[src/rtl/fifo_burst_drain.sv]
`default_nettype none
// ============================================================================
// Module   : fifo_burst_drain
// Purpose  : Pops entries from an almost-empty/empty-flagged FIFO and emits
//            them as valid/ready bursts of BURST_LEN beats (last_o on the
//            final beat). A burst starts only once the FIFO holds a full
//            burst. Leftover entries that sit idle for TIMEOUT cycles are
//            flushed out as single-beat bursts.
// Ports    : clk_i, rst_i (async, active-high), flush_i (sync abort)
//            fifo_empty_i / fifo_full_i / fifo_alm_empty_i / fifo_data_i
//            fifo_pop_o (combinational pop of FIFO head)
//            valid_o / ready_i / data_o / last_o (output beat register)
//            burst_cnt_o / drain_cnt_o (only with FIFO_BURST_DRAIN_STATS_EN)
// Config   : define FIFO_BURST_DRAIN_STATS_EN to add the accepted-beat
//            statistics counters.
// Revision : 1.0 - initial release
// ============================================================================
module fifo_burst_drain #(
  parameter int DATA_WIDTH = 32,
  parameter int BURST_LEN  = 4,
  parameter int TIMEOUT    = 16
) (
  input  logic                  clk_i,
  input  logic                  rst_i,
  input  logic                  flush_i,
  input  logic                  fifo_empty_i,
  input  logic                  fifo_full_i,
  input  logic                  fifo_alm_empty_i,
  input  logic [DATA_WIDTH-1:0] fifo_data_i,
  output logic                  fifo_pop_o,
  output logic                  valid_o,
  input  logic                  ready_i,
  output logic [DATA_WIDTH-1:0] data_o,
`ifdef FIFO_BURST_DRAIN_STATS_EN
  output logic [15:0]           burst_cnt_o,
  output logic [15:0]           drain_cnt_o,
`endif
  output logic                  last_o
);

  // Shared width for the beat and idle-timer counters.
  localparam int CLOG_BL = $clog2(BURST_LEN);
  localparam int CLOG_TO = $clog2(TIMEOUT + 1);
  localparam int CNT_W   = (CLOG_BL >= CLOG_TO) ? ((CLOG_BL > 1) ? CLOG_BL : 1)
                                                : ((CLOG_TO > 1) ? CLOG_TO : 1);
  localparam logic [CNT_W-1:0] LAST_BEAT  = CNT_W'(BURST_LEN - 1);
  localparam logic [CNT_W-1:0] TIMER_LAST = CNT_W'((TIMEOUT == 0) ? 0 : TIMEOUT - 1);

  typedef enum logic [1:0] {
    IDLE  = 2'd0,
    BURST = 2'd1,
    DRAIN = 2'd2
  } state_t;

  state_t                state_q, state_d;
  logic [CNT_W-1:0]      beat_q, beat_d;
  logic [CNT_W-1:0]      timer_q, timer_d;
  logic                  valid_q, valid_d;
  logic                  last_q, last_d;
  logic [DATA_WIDTH-1:0] data_q, data_d;

  logic trig;
  logic slot_free;
  logic pop_en;
  logic load;

  always_comb begin
    // Full covers the case where the FIFO usage count wraps to zero.
    trig      = !fifo_alm_empty_i || fifo_full_i;
    slot_free = !valid_q || ready_i;

    pop_en = 1'b0;
    case (state_q)
      BURST:   pop_en = 1'b1;
      // A DRAIN that sees a full burst available hands over to BURST
      // without popping, so the burst starts on a clean beat count.
      DRAIN:   pop_en = !trig;
      default: pop_en = 1'b0;
    endcase

    // Flush must not consume a FIFO entry it is about to discard.
    load = slot_free && pop_en && !fifo_empty_i && !flush_i;

    state_d = state_q;
    beat_d  = beat_q;
    timer_d = timer_q;
    valid_d = valid_q;
    last_d  = last_q;
    data_d  = data_q;

    if (load) begin
      data_d  = fifo_data_i;
      valid_d = 1'b1;
      last_d  = (state_q == DRAIN) || (beat_q == LAST_BEAT);
    end else if (ready_i) begin
      valid_d = 1'b0;
    end

    case (state_q)
      IDLE: begin
        if (trig) begin
          state_d = BURST;
          beat_d  = '0;
          timer_d = '0;
        end else if (fifo_empty_i) begin
          timer_d = '0;
        end else if (TIMEOUT != 0) begin
          if (timer_q == TIMER_LAST) begin
            state_d = DRAIN;
            timer_d = '0;
          end else begin
            timer_d = timer_q + CNT_W'(1);
          end
        end
      end
      BURST: begin
        // Entries were committed before entering BURST; an empty FIFO here
        // simply stalls because load stays low.
        if (load) begin
          if (beat_q == LAST_BEAT) begin
            state_d = IDLE;
            beat_d  = '0;
          end else begin
            beat_d = beat_q + CNT_W'(1);
          end
        end
      end
      DRAIN: begin
        if (trig && slot_free) begin
          state_d = BURST;
          beat_d  = '0;
        end else if (fifo_empty_i) begin
          state_d = IDLE;
          timer_d = '0;
        end
      end
      default: begin
        state_d = IDLE;
        beat_d  = '0;
        timer_d = '0;
      end
    endcase

    if (flush_i) begin
      state_d = IDLE;
      beat_d  = '0;
      timer_d = '0;
      valid_d = 1'b0;
      last_d  = 1'b0;
      data_d  = '0;
    end
  end

  always_ff @(posedge clk_i or posedge rst_i) begin
    if (rst_i) begin
      state_q <= IDLE;
      beat_q  <= '0;
      timer_q <= '0;
      valid_q <= 1'b0;
      last_q  <= 1'b0;
      data_q  <= '0;
    end else begin
      state_q <= state_d;
      beat_q  <= beat_d;
      timer_q <= timer_d;
      valid_q <= valid_d;
      last_q  <= last_d;
      data_q  <= data_d;
    end
  end

  // Pop is combinational from the load decision; held low during reset.
  assign fifo_pop_o = load && !rst_i;
  assign valid_o    = valid_q;
  assign last_o     = last_q;
  assign data_o     = data_q;

`ifdef FIFO_BURST_DRAIN_STATS_EN
  // Tags the beat in the output register with the state that loaded it.
  logic        src_burst_q, src_burst_d;
  logic [15:0] burst_cnt_q, burst_cnt_d;
  logic [15:0] drain_cnt_q, drain_cnt_d;
  logic        accept;

  always_comb begin
    accept      = valid_q && ready_i;
    src_burst_d = src_burst_q;
    burst_cnt_d = burst_cnt_q;
    drain_cnt_d = drain_cnt_q;
    if (load) begin
      src_burst_d = (state_q == BURST);
    end
    if (accept && src_burst_q && last_q) begin
      burst_cnt_d = burst_cnt_q + 16'd1;
    end
    if (accept && !src_burst_q) begin
      drain_cnt_d = drain_cnt_q + 16'd1;
    end
  end

  // Counters are intentionally insensitive to flush_i.
  always_ff @(posedge clk_i or posedge rst_i) begin
    if (rst_i) begin
      src_burst_q <= 1'b0;
      burst_cnt_q <= '0;
      drain_cnt_q <= '0;
    end else begin
      src_burst_q <= src_burst_d;
      burst_cnt_q <= burst_cnt_d;
      drain_cnt_q <= drain_cnt_d;
    end
  end

  assign burst_cnt_o = burst_cnt_q;
  assign drain_cnt_o = drain_cnt_q;
`endif

endmodule
`default_nettype wire

[config.mk]
export PLATFORM = sky130hd
export DESIGN_NAME = fifo_burst_drain
export DESIGN_NICKNAME = d
export VERILOG_FILES = /design/src/rtl/fifo_burst_drain.sv
export SDC_FILE = /design/constraint.sdc
export NUM_CORES = 1
export LEC_CHECK = 0
export ABC_AREA = 1
export CAP_MARGIN = 30
export CORE_ASPECT_RATIO = 0.75
export CORE_MARGIN = 5
export CORE_UTILIZATION = 49
export CTS_CLUSTER_DIAMETER = 80
export DETAILED_ROUTE_END_ITERATION = 10
export PLACE_DENSITY = 0.87
export SYNTH_ARGS = -nofsm -noshare
export SYNTH_HDL_FRONTEND = slang
export SYNTH_SLANG_ARGS = --single-unit
[constraint.sdc]
create_clock -name clk_i -period 3.93 [get_ports clk_i]
set_input_delay 0.9825 -clock clk_i [delete_from_list [all_inputs] [get_ports clk_i]]
set_output_delay 0.9825 -clock clk_i [all_outputs]
set_load 0.02 [all_outputs]
==> impl_metrics.csv <==
group,metric,value,unit
status,status,"finished clean",
grt,grt_max_degree,37,
synthesis,ys_async_sr_fraction,100,%
clock_tree,clk_pin_slew,0.08,ns
floorplanning,fp.dieH,67.9,um
flow_run,max_cap_viol_count,0,
synthesis,syn-num-nets,313,
routing,via_per_inst,5.02,
clock_tree,cts_repair_resize_count,0,
routing,drt-wirelength-per-cell,13.3,um
power_and_ir_drop,power_leakage,1.53,nW
critical_path,critPathSlowestCell,"clkdlybuf4s50_1",
timing,period_needed,3.66,ns
placement,dp_hpwl,3930,um
routing,met3WireLength,330,um
routing,wl_met1,2280,um
clock_tree,post_cts_buffers,0,
critical_path,cpPeakStageDelay,0.61,ns
clock_tree,cts-buffers-inserted,5,
synthesis,synth_common_cells,"99 x nand2_1, 46 x dfrtp_1, 44 x nand3_1",
placement,gp_congestion,0.904,
synthesis,synthCells,269,
synthesis,yosysTopAreaCellShare,52.5,%
min_path,hp-class,"reg -> reg",
grt,grt.overflow.total,0,
grt,grt_pass1_wl,8630,um
timing,slew_headroom,59.6,%
floorplanning,io_pins,74,
clock_tree,postCtsHoldBufs,0,
min_path,whs_path_depth,2,
clock_tree,cts_tree,"yes",
critical_path,reg2regPathDepth,10,
synthesis,synth_ff_type,"dfrtp_1",
routing,top_layer,"met4",
critical_path,cp_max_fo,4,
routing,drt-pass1-iter-count,4,
cells_and_area,fin_nets,387,
floorplanning,rows,21,
timing,skew,0.00276,ns
clock_tree,clk_latency,0.29,ns
synthesis,synth_area_leaders,"dfrtp_1 53%, nand2_1 17%, nand3_1 10%",
placement,io_buffers,73,
critical_path,cp.required,2.95,ns
floorplanning,start_util,50.0,%
routing,wirelength,5340,um
cells_and_area,drive_gt1_share,6.10,%
grt,grt_pass1_vias,1856,
clock_tree,clk_path_buf_depth,2,
timing,setup_tns,0,ns
grt,grt_usage,18.6,%
synthesis,synth_cell_type_count,22,
critical_path,reg2reg_from,"state_q[0]",
placement,dp_cells,393,
power_and_ir_drop,powerDensity,357,nW/um^2
clock_tree,htreeDepth,2,
cells_and_area,antennaDiodeCount,0,
routing,drt_iter0_markers,136,
timing,drv_slew,0,
critical_path,reg2reg_slack,2.20,ns
synthesis,synth_most_common_cell,"nand2_1",
timing,hold_violations,0,
critical_path,cp-start-kind,"primary input",
timing,worst_pin_slew,0.602,ns
timing,rsz0062_at_grt,"false",
routing,wl_met2,2670,um
routing,postRouteAntennaNets,0,
synthesis,ys_seq_area_share,52.5,%
floorplanning,die_area,5930,um^2
critical_path,cpMostUsedCell,"inv_1",
timing,post-route-period-util,93.1,%
floorplanning,die_w,87.2,um
synthesis,synth-edff-count,0,
synthesis,synth_warnings,0,
cells_and_area,syn2layout_area_growth,41.0,%
routing,drc,0,
critical_path,critPathCaptureType,"output port",
grt,antenna_found_initial,0,
power_and_ir_drop,peakVddDrop,0.319,mV
critical_path,critPathArrivalTime,2.68,ns
routing,vias,2013,
clock_tree,cts-root-buf,"clkbuf_8",
critical_path,worstPathCellList,"clkdlybuf4s50_1 > inv_1 > nand2_1 > nand2_1 > inv_1 > nand2_2 > nor2_4 > inv_1 > nor2_1 > clkdlybuf4s50_1",
min_path,hp-start,"state_q[0]",
synthesis,syn_area_per_cell,8.15,um^2
synthesis,synth_top_area_cell,"dfrtp_1",
synthesis,synth_area,2190,um^2
synthesis,synth-seq-cells,46,
critical_path,critPathKind,"in -> out",
timing,fmax,0.273,GHz
critical_path,r2r-end,"data_o[16]",
timing,report.final.setup_viol,0,
min_path,min_to,"state_q[0]",
floorplanning,core,4390,um^2
clock_tree,cts.sinks,46,
cells_and_area,fin_cells,401,
-- worst max-delay path: cells and delay by family --
kind,cells,cell delay [ns]
simple gates,5,0.44
buf+inv,5,1.25
-- metrics by stage --
step	utilization (%)	setup slack [ns]	area, um^2	hold slack (ns)	power, mW
CTS	70.4	0.267	3090	0.515	1.12
global route	70.4	0.154	3090	0.542	1.16
floorplan	-	1.06	2190	0.467	0.660
detailed placement	67.9	0.283	2980	0.495	0.771
finish	70.4	0.272	3090	0.510	1.10
global placement	67.3	0.306	2950	0.482	0.763
-- layout make-up --
type / count / area, um^2
clock inverters: 2 / 37.5
well taps: 57 / 71.3
multi-input cells: 189 / 883
inverters: 23 / 86.3
fillers: 357 / 1300
flip-flops and latches: 46 / 1150
repair buffers: 78 / 788
clock buffers: 6 / 72.6
-- layout by cell type (no fill, tap or decap), types with 2 or more instances in the layout --
cell type        instances
nand2_1                 99
o21ai_1                  3
ha_1                     5
a21oi_1                  3
o21ai_0                  6
nand3_1                 44
nand2_2                  2
inv_1                   20
clkdlybuf4s50_1         73
dfrtp_1                 46
inv_2                    2
nor2_1                  10
nand4_1                  9
clkbuf_8                 5
nor2_2                   2
buf_4                    4
-- logic make-up after synthesis --
kind of cell             Yosys count  share of synthesized area [%]
XOR/XNOR                           1                          0.400
adder cells (fa/ha/maj)            5                           2.85
AND/OR/NAND/NOR                  170                           33.9
AO/OA/AOI/OAI                     13                           3.14
flip-flops                        46                           52.5
buffers and inverters             34                           7.19
-- power by group --
part | total, mW | internal, mW | switching, mW
logic | 0.243 | 0.107 | 0.137
registers | 0.517 | 0.500 | 0.0172
clock network | 0.343 | 0.190 | 0.154
-- worst max-delay path by stage --
| stage | start | end | slack, ns | depth (start not counted) |
|---|---|---|---|---|
| 6_report | ready_i | fifo_pop_o | 0.27 | 10 |
| 2_1_floorplan | fifo_full_i | fifo_pop_o | 1.06 | 7 |
| 4_1_cts | ready_i | fifo_pop_o | 0.27 | 10 |
| 5_1_grt | ready_i | fifo_pop_o | 0.15 | 10 |
| 3_3_place_gp | ready_i | fifo_pop_o | 0.31 | 10 |
| 3_5_place_dp | ready_i | fifo_pop_o | 0.28 | 10 |
-- sequential cells by signal (all words and copies together), names as in the netlist --
| register | cells |
|---|---|
| beat_q | 5 |
| data_o | 32 |
| last_o | 1 |
| state_q | 2 |
| timer_q | 5 |
| valid_o | 1 |
-- routing by layer --
layer | up-vias | global-route usage (%)
li1 | 1009 | -
met1 | 951 | 25.2
met2 | 49 | 29.7
met3 | 4 | 5.05
met4 | 0 | 5.36
met5 | - | 0
Note: power is estimated with default switching activity, not from simulation.
